===== src/rtl/adder_display_ctrl_if.sv =====
// rtl/adder_display_ctrl_if.sv - board-side switch, button, LED and 7-segment signal bundle
interface adder_display_ctrl_if #(
  parameter int WIDTH = 7
);
  logic [WIDTH-1:0] A;
  logic [WIDTH-1:0] B;
  logic             pb;
  logic [WIDTH-1:0] S;
  logic             ovf;
  logic [3:0]       an;
  logic [7:0]       seg;

  // Board side: drives switches and button, observes LEDs and display
  modport master (
    output A, B, pb,
    input  S, ovf, an, seg
  );

  // Datapath side: consumes switches and button, drives LEDs and display
  modport slave (
    input  A, B, pb,
    output S, ovf, an, seg
  );
endinterface


===== src/rtl/adder_display_ctrl.sv =====
// rtl/adder_display_ctrl.sv - registered adder with debounced button and 4-digit hex display scanner
module adder_display_ctrl #(
  parameter int WIDTH           = 7,
  parameter int DEBOUNCE_CYCLES = 500000,
  parameter int SCAN_DIV        = 100000
) (
  input  logic                clk,
  input  logic                rst_n,
  adder_display_ctrl_if.slave bus
);

  localparam int DB_W = $clog2(DEBOUNCE_CYCLES);
  localparam int SC_W = $clog2(SCAN_DIV);
  localparam logic [DB_W-1:0]  DB_MAX   = DB_W'(DEBOUNCE_CYCLES - 1);
  localparam logic [SC_W-1:0]  SC_MAX   = SC_W'(SCAN_DIV - 1);
  // Legacy lab behaviour flips the two top sum bits while the button is held
  localparam logic [WIDTH-1:0] INV_MASK = WIDTH'(3) << (WIDTH - 2);

  logic [WIDTH-1:0] a_q, a_d, b_q, b_d;
  logic [WIDTH:0]   sum_q, sum_d;
  logic             pb_s1_q, pb_s1_d, pb_s2_q, pb_s2_d;
  logic             pb_db_q, pb_db_d, pb_db_prev_q, pb_db_prev_d;
  logic             mode_q, mode_d;
  logic [DB_W-1:0]  db_cnt_q, db_cnt_d;
  logic [SC_W-1:0]  pre_q, pre_d;
  logic [1:0]       idx_q, idx_d;
  logic [3:0]       an_q, an_d;
  logic [7:0]       seg_q, seg_d;
  logic [15:0]      disp_val;
  logic [3:0]       nib;
  logic             dp_lit;

  // Active-low {g..a} pattern for one hex nibble
  function automatic logic [6:0] hex7(input logic [3:0] n);
    case (n)
      4'h0: hex7 = 7'b1000000;
      4'h1: hex7 = 7'b1111001;
      4'h2: hex7 = 7'b0100100;
      4'h3: hex7 = 7'b0110000;
      4'h4: hex7 = 7'b0011001;
      4'h5: hex7 = 7'b0010010;
      4'h6: hex7 = 7'b0000010;
      4'h7: hex7 = 7'b1111000;
      4'h8: hex7 = 7'b0000000;
      4'h9: hex7 = 7'b0010000;
      4'hA: hex7 = 7'b0001000;
      4'hB: hex7 = 7'b0000011;
      4'hC: hex7 = 7'b1000110;
      4'hD: hex7 = 7'b0100001;
      4'hE: hex7 = 7'b0000110;
      default: hex7 = 7'b0001110;
    endcase
  endfunction

  // Operand capture, sum, button synchroniser, debouncer and mode toggle
  always_comb begin
    a_d          = bus.A;
    b_d          = bus.B;
    sum_d        = {1'b0, a_q} + {1'b0, b_q};
    pb_s1_d      = bus.pb;
    pb_s2_d      = pb_s1_q;
    pb_db_d      = pb_db_q;
    db_cnt_d     = db_cnt_q;
    pb_db_prev_d = pb_db_q;
    // Count only while the synchronised level disagrees with the debounced one;
    // any return to agreement restarts the stability window
    if (pb_s2_q == pb_db_q) begin
      db_cnt_d = '0;
    end else if (db_cnt_q == DB_MAX) begin
      pb_db_d  = pb_s2_q;
      db_cnt_d = '0;
    end else begin
      db_cnt_d = db_cnt_q + 1'b1;
    end
    // Only a press (rising debounced edge) flips the display mode
    mode_d = mode_q ^ (pb_db_q & ~pb_db_prev_q);
  end

  // Digit prescaler and index; content selection for the current digit
  always_comb begin
    pre_d = pre_q + 1'b1;
    idx_d = idx_q;
    if (pre_q == SC_MAX) begin
      pre_d = '0;
      idx_d = idx_q + 2'd1;
    end
    disp_val = mode_q ? {8'(a_q), 8'(b_q)} : 16'(sum_q);
    nib      = disp_val[{idx_q, 2'b00} +: 4];
    dp_lit   = mode_q && (idx_q == 2'd2);
    an_d     = ~(4'b0001 << idx_q);
    seg_d    = {~dp_lit, hex7(nib)};
  end

  // State registers with asynchronous clear
  always_ff @(posedge clk or negedge rst_n) begin
    if (!rst_n) begin
      a_q          <= '0;
      b_q          <= '0;
      sum_q        <= '0;
      pb_s1_q      <= 1'b0;
      pb_s2_q      <= 1'b0;
      pb_db_q      <= 1'b0;
      pb_db_prev_q <= 1'b0;
      mode_q       <= 1'b0;
      db_cnt_q     <= '0;
      pre_q        <= '0;
      idx_q        <= 2'd0;
      an_q         <= 4'hF;
      seg_q        <= 8'hFF;
    end else begin
      a_q          <= a_d;
      b_q          <= b_d;
      sum_q        <= sum_d;
      pb_s1_q      <= pb_s1_d;
      pb_s2_q      <= pb_s2_d;
      pb_db_q      <= pb_db_d;
      pb_db_prev_q <= pb_db_prev_d;
      mode_q       <= mode_d;
      db_cnt_q     <= db_cnt_d;
      pre_q        <= pre_d;
      idx_q        <= idx_d;
      an_q         <= an_d;
      seg_q        <= seg_d;
    end
  end

  assign bus.S   = sum_q[WIDTH-1:0] ^ (pb_db_q ? INV_MASK : '0);
  assign bus.ovf = sum_q[WIDTH];
  assign bus.an  = an_q;
  assign bus.seg = seg_q;

endmodule


===== src/flat_wrapper.sv =====
// flat-port wrapper written by rule: the top's interface ports become plain ports
module adder_display_ctrl_flat 
#(
  parameter int WIDTH           = 7,
  parameter int DEBOUNCE_CYCLES = 500000,
  parameter int SCAN_DIV        = 100000
)
  (clk, rst_n, bus_A, bus_B, bus_pb, bus_S, bus_ovf, bus_an, bus_seg);
  adder_display_ctrl_if #(.WIDTH(WIDTH)) bus_i ();
  input  logic clk;
  input  logic rst_n;
  input wire logic [$bits(bus_i.A)-1:0] bus_A;
  input wire logic [$bits(bus_i.B)-1:0] bus_B;
  input wire logic [$bits(bus_i.pb)-1:0] bus_pb;
  output wire logic [$bits(bus_i.S)-1:0] bus_S;
  output wire logic [$bits(bus_i.ovf)-1:0] bus_ovf;
  output wire logic [$bits(bus_i.an)-1:0] bus_an;
  output wire logic [$bits(bus_i.seg)-1:0] bus_seg;
  assign bus_i.A = bus_A;
  assign bus_i.B = bus_B;
  assign bus_i.pb = bus_pb;
  assign bus_S = bus_i.S;
  assign bus_ovf = bus_i.ovf;
  assign bus_an = bus_i.an;
  assign bus_seg = bus_i.seg;
  adder_display_ctrl #(.WIDTH(WIDTH), .DEBOUNCE_CYCLES(DEBOUNCE_CYCLES), .SCAN_DIV(SCAN_DIV)) u_core (.clk(clk), .rst_n(rst_n), .bus(bus_i));
endmodule

===== config.mk =====
export PLATFORM = sky130hd
export DESIGN_NAME = adder_display_ctrl_flat
export DESIGN_NICKNAME = d
export VERILOG_FILES = /design/src/rtl/adder_display_ctrl_if.sv /design/src/rtl/adder_display_ctrl.sv /design/src/flat_wrapper.sv
export SDC_FILE = /design/constraint.sdc
export NUM_CORES = 1
export LEC_CHECK = 0
export CORE_ASPECT_RATIO = 1.2
export CORE_MARGIN = 2
export CORE_UTILIZATION = 42
export CTS_BUF_LIST = sky130_fd_sc_hd__clkbuf_8 sky130_fd_sc_hd__clkbuf_16
export CTS_CLUSTER_SIZE = 24
export DETAILED_ROUTE_END_ITERATION = 10
export RECOVER_POWER = 50
export SKIP_LAST_GASP = 1
export SLEW_MARGIN = 20
export SYNTH_ARGS = -nofsm -noshare
export SYNTH_HDL_FRONTEND = slang
export SYNTH_SLANG_ARGS = --single-unit

===== constraint.sdc =====
create_clock -name clk -period 2.8 [get_ports clk]
set_clock_uncertainty 0.05 [all_clocks]
set_input_delay 0.56 -clock clk [delete_from_list [all_inputs] [get_ports clk]]
set_output_delay 0.56 -clock clk [all_outputs]
set_load 0.01 [all_outputs]

Word-level counts from Yosys, hierarchy flattened

Memory sizes are Yosys's and may differ from the RTL's. A register that Yosys moved wholly into a read port is not among the register bits.
Index checks and enable logic that the tools add are counted.

Register bits: 77
Latch bits: 0
Bits in writable memories: 0
Bits in read-only memories: 112
Input port bits: 17
Memories kept: 1

Add/subtract/negate cells: 4
Multipliers: 0
Divide/modulo/power cells: 0
Order comparisons: 0
Equal/unequal tests: 4
Shifts and indexed selects: 2
Mux-type cells: 5
Bitwise gates (word level): 7
Reductions and logical operators: 3

Memories:

| name            | words | width | rd ports | clocked after Yosys merged registers in | wr ports | line                     | RTL |
|---|---|---|---|---|---|---|---|
| (no name shown) | 16    | 7     | 1        | 1                                       | 0        | adder_display_ctrl.sv:35 | `case (n)` |

Operators with widths:

| cell                  | number |
|---|---|
| $mux 19               | 2 |
| $add 19x1->19 const B | 1 |
| $eq 19x19->1 const B  | 1 |
| $add 17x1->17 const B | 1 |
| $eq 17x17->1 const B  | 1 |
| $mux 17               | 1 |
| $shiftx 16x5->4       | 1 |
| $mux 15               | 1 |
| $add 7x7->8           | 1 |
| $mux 7                | 1 |
| $xor 7x7->7           | 1 |
| $not 4->4             | 1 |
| $shl 1x2->4 const A   | 1 |
| $not 1->1             | 3 |
| $add 2x1->2 const B   | 1 |
| $eq 2x2->1 const B    | 1 |
| $reduce_and 2->1      | 1 |
| $and 1x1->1           | 1 |
| $eq 1x1->1            | 1 |
| $logic_and 1x1->1     | 1 |
| $logic_not 1->1       | 1 |
| $xor 1x1->1           | 1 |

Longest topological paths before layout

Depth after elaboration: 3
Gate-level depth with buffers: 9

Worst setup path after synthesis

No wires, ideal clock.

Path kind: reg2reg
From: reg u_core.idx_q[0]
To: reg u_core.seg_q[4], in the netlist u_core.bus.seg[4]
Setup time: 79 ps
Arrival: 2,109 ps
Path slack: 562 ps
Cell stages (with the launch flop): 10
Path buffers: 1
Cell sequence: dfrtp_1 -> buf_2 -> mux2i_1 -> nor2_1 -> nor3_1 -> inv_1 -> ha_1 -> inv_1 -> nor2_1 -> a22o_1

Word-level cells in the longest chain between the ends: 1

RTL lines:

| item                   | line                      | RTL |
|---|---|---|
| from (decl)            | adder_display_ctrl.sv:26  | `logic [1:0] idx_q, idx_d;` |
| from (signal assigned) | adder_display_ctrl.sv:121 | `idx_q <= idx_d;` |
| $shiftx 16x5->4        | adder_display_ctrl.sv:88  | `nib = disp_val[{idx_q, 2'b00} +: 4];` |
| to (decl)              | adder_display_ctrl.sv:28  | `logic [7:0] seg_q, seg_d;` |

No other way between the ends.
A chain may end at the register's enable or synchronous reset.

Final worst setup path

From: reg u_core.pre_q[12]
To: reg u_core.idx_q[1]

Word-level cells in the longest chain between the ends: 1

RTL lines:

| item                   | line                      | RTL |
|---|---|---|
| from (decl)            | adder_display_ctrl.sv:25  | `logic [SC_W-1:0] pre_q, pre_d;` |
| from (signal assigned) | adder_display_ctrl.sv:120 | `pre_q <= pre_d;` |
| $eq 17x17->1           | adder_display_ctrl.sv:83  | `if (pre_q == SC_MAX) begin` |

No other way between the ends.

==> implementation parameters <==
Parameter                              Value

Routing
  Total Routed Length ... roughly 6.3 mm
  Post-route met1 wirelength ... 2.814 mm
  Initial DRT Pass Iterations ... 4
  Antenna violation net count after detailed routing ... 0
  WL/cell ... approximately 13 µm
  Residual DRC count ... 0
  Initial drt markers ... 69
  Met3 wire length ... 230 µm
  Amount of wire on met2 after detailed routing ... 3.206 mm
  Via count ... 2363
  Routed vias/inst ... roughly 4.8
  Top Layer Used ... met4

Placed design
  Instance area after placement ... 4070 µm²
  DP Worst Slack ... 490.9 ps
  Detailed-placement wirelength estimate ... approximately 4.6 mm
  Number of I/O port buffers ... 36
  Routability congestion estimate from global placement ... 0.7619
  DP Cell Count ... 477

Setup path
  Critical Path Max Stage Delay ... 520 ps
  Worst setup path class ... reg2reg
  Kind of end point of the critical path ... register
  Library cell appearing most often on the critical path ... or4b_1
  Maximum net fanout on the critical path ... 3
  Combined buffer and inverter count along the critical path ... 0
  Kind of launch point of the worst setup path ... register
  Sequence of cells on the critical path ... or4b_1, or4b_1, nor4_1, and3_2, mux2_1
  Arrival time of data at the critical path endpoint ... 2490 ps
  Kind of cell adding the most delay to the critical path ... simple AND/OR/NAND/NOR gates
  Critical Path Slowest Stage Cell ... or4b_1
  Critical path required time ... 2980 ps

Pwr
  PnR Total Power ... 2.531 mW
  Ratio of total power to cell area ... 589.5 nW/µm²
  Peak supply drop ... 252.2 µV
  Leakage power ... 1.889 nW

Global routing
  Vias in the first global route ... 2418
  Global-route wire length before repair ... 11.01 mm
  Global route total overflow ... 0
  Total Routing Usage GR ... 15.33%
  Pin count of the biggest net entering global routing ... 78
  Antenna violations before repair ... 0

Yosys
  Number of synthesized flops with an enable pin ... 0
  Netlist cell types ... 42
  Synthesized instance count ... around 330
  Flop and latch count out of synthesis ... 77
  Synth async-reset ratio ... 100.0%
  Netlist area before placement ... about 3600 µm²
  Count of warnings emitted by yosys ... 0
  Ys flop type ... dfrtp_1
  Avg Synthesized Cell Area ... 10.86 µm²
  Synthesized netlist net count ... roughly 370
  Share of the yosys chip area belonging to registers ... 53.85%

Clocking
  Buffers inserted by post-CTS timing repair ... 0
  Total number of H-tree levels ... 3
  Clock-pin slew on the worst setup and hold paths ... 80 ps
  CTS tree ... built
  Clock latency reported for the late side of the worst-skew pair ... 350 ps
  Post_cts resized ... 0
  Total number of clock tree sinks ... 77
  Clock tree buffer depth ... 2
  Root Buffer ... clkbuf_8
  Hold buffers post-CTS ... 0
  Number of clock buffers inserted by TritonCTS ... 9

Die
  Number of top-level design ports ... 37
  Starting Density ... 42.56%
  Overall die area ... about 9300 µm²
  Die height ... 105.5 µm
  Number of core rows ... 37
  Die boundary width ... 88.59 µm
  Placeable Area ... 8472 µm²

Cells and area
  Diodes inserted ... 0
  Count of placed standard cells in the final layout, fillers left out ... 493
  Multi-input logic area ... 1504 µm²
  Signed area change from the synthesized netlist to the final layout ... 19.05%
  Leading cell type in the layout, fill and taps excluded ... dfrtp_1
  Commonest cells after routing, fill and taps aside ... dfrtp_1 (65), nor2_1 (50), inv_1 (23), xor2_1 (22), clkdlybuf4s50_1 (20)
  Number of nets in the final layout ... 408
  Fraction of layout cells with a size suffix above 1 ... 9.840%
  Register area ... 1942 µm²
  Final-layout fill cell count ... approximately 760
  Final standard cell area without fillers ... 4293 µm²

Outcome
  Failing checks ... max-capacitance violations, max-slew violations
  Outcome ... finished with violations

STA
  Setup TNS ... 0 ps
  RSZ-0062 raised after global routing ... false
  Worst-case headroom to the max-slew limit ... -21.58%
  Final-report setup violation count ... 0
  Final-report max-slew violation count ... 78
  Final period util ... between 80% and 90%
  Top achievable clock speed ... 0.4340 GHz
  Actual slew at the worst max-slew pin ... approximately 1800 ps
  Setup ws final ... 495.9 ps
  Final hold violations ... 0
  Final period demand of the worst path ... 2304 ps

Min path
  Worst hold-check path type ... reg2reg

Run
  Count of max-cap constraint violations ... 1
synthesized netlist by cell type (2+ instances only):
master / instances / share of area [%]
nor4_1: 4 / 0.69
buf_4: 5 / 1.0
clkbuf_1: 5 / 0.52
nand2_1: 17 / 1.8
nor3_1: 14 / 1.9
dfstp_2: 12 / 8.7
mux2i_1: 15 / 4.2
nor3b_1: 2 / 0.42
or2_2: 2 / 0.35
xor2_1: 22 / 5.3
nor2_1: 50 / 5.2
or4b_1: 2 / 0.56
nand3_1: 14 / 1.9
o32ai_1: 2 / 0.49
o22ai_1: 2 / 0.35
nand4_1: 10 / 1.7
xnor2_1: 19 / 4.6
buf_2: 2 / 0.28
o21ai_0: 4 / 0.56
ha_1: 19 / 6.6
nand2b_1: 3 / 0.52
inv_1: 22 / 2.3
nor2b_1: 2 / 0.35
dfrtp_1: 65 / 45
area by class of cell:
cell class                 count  area share, %
clock inverter                 5          1.720
sequential                    77          45.23
timing repair buffer          41          9.152
tap                          117          3.410
clock buffer                  11          3.527
inverter                      22          1.924
multi-input combinational    220          35.03
power breakdown:
part           leakage [nW]  switching [mW]  internal (mW)
registers             0.962          0.0316           1.20
clock network         0.121           0.389          0.544
logic                 0.806           0.180          0.190
path summary, 6_finish.rpt:
check,startpoint,to,slack (ps),depth (start not counted)
worst max-delay path,u_core.pre_q[12],u_core.idx_q[1],500,5
worst min-delay path,u_core.pb_s1_q,u_core.pb_s2_q,300,0
worst max register to register,u_core.pre_q[12],u_core.idx_q[1],500,5
worst min register to register,u_core.pb_s1_q,u_core.pb_s2_q,300,0
max in group asynchronous,rst_n,u_core.pre_q[4],970,1
min in group asynchronous,rst_n,u_core.db_cnt_q[13],650,1
through the flow:
| step | hold slack [ps] | util [%] |
|---|---|---|
| 3_3_place_gp | 288.2 | 48.04 |
| 6_report | 304.2 | 50.67 |
| 2_1_floorplan | 214.4 | - |
| 5_1_grt | 312.5 | 50.67 |
| 4_1_cts | 306.8 | 50.70 |
| 3_5_place_dp | 289.5 | 48.04 |
metal layers:
metal,vias up,GRT usage (%)
met5,-,0
met4,0,6.926
met3,8,3.837
met2,39,24.65
met1,1128,19.22
li1,1188,-
cells by family (layout without fill, tap and decap cells):
logic type,count (synthesis),count (layout),synth area share (%)
flops,77,77,53.85
xor+xnor,41,41,9.958
mux,17,17,4.788
compound gates,17,17,3.297
fa+ha+maj,20,20,7.148
simple gates,125,125,16.52
buf+inv,35,79,4.442
state kept, by name (all words and copies together) (netlist names):
| name | flops |
|---|---|
| u_core.a_q | 7 |
| u_core.db_cnt_q | 19 |
| u_core.sum_q | 8 |
| u_core.pb_db_prev_q | 1 |
| u_core.pre_q | 17 |
| u_core.idx_q | 2 |
| u_core.pb_s1_q | 1 |
| u_core.mode_q | 1 |
| u_core.bus.seg | 8 |
| u_core.bus.an | 4 |
| u_core.b_q | 7 |
| u_core.pb_db_prev_d | 1 |
| u_core.pb_s2_q | 1 |
No activity file was read; power rests on OpenSTA's default activity.
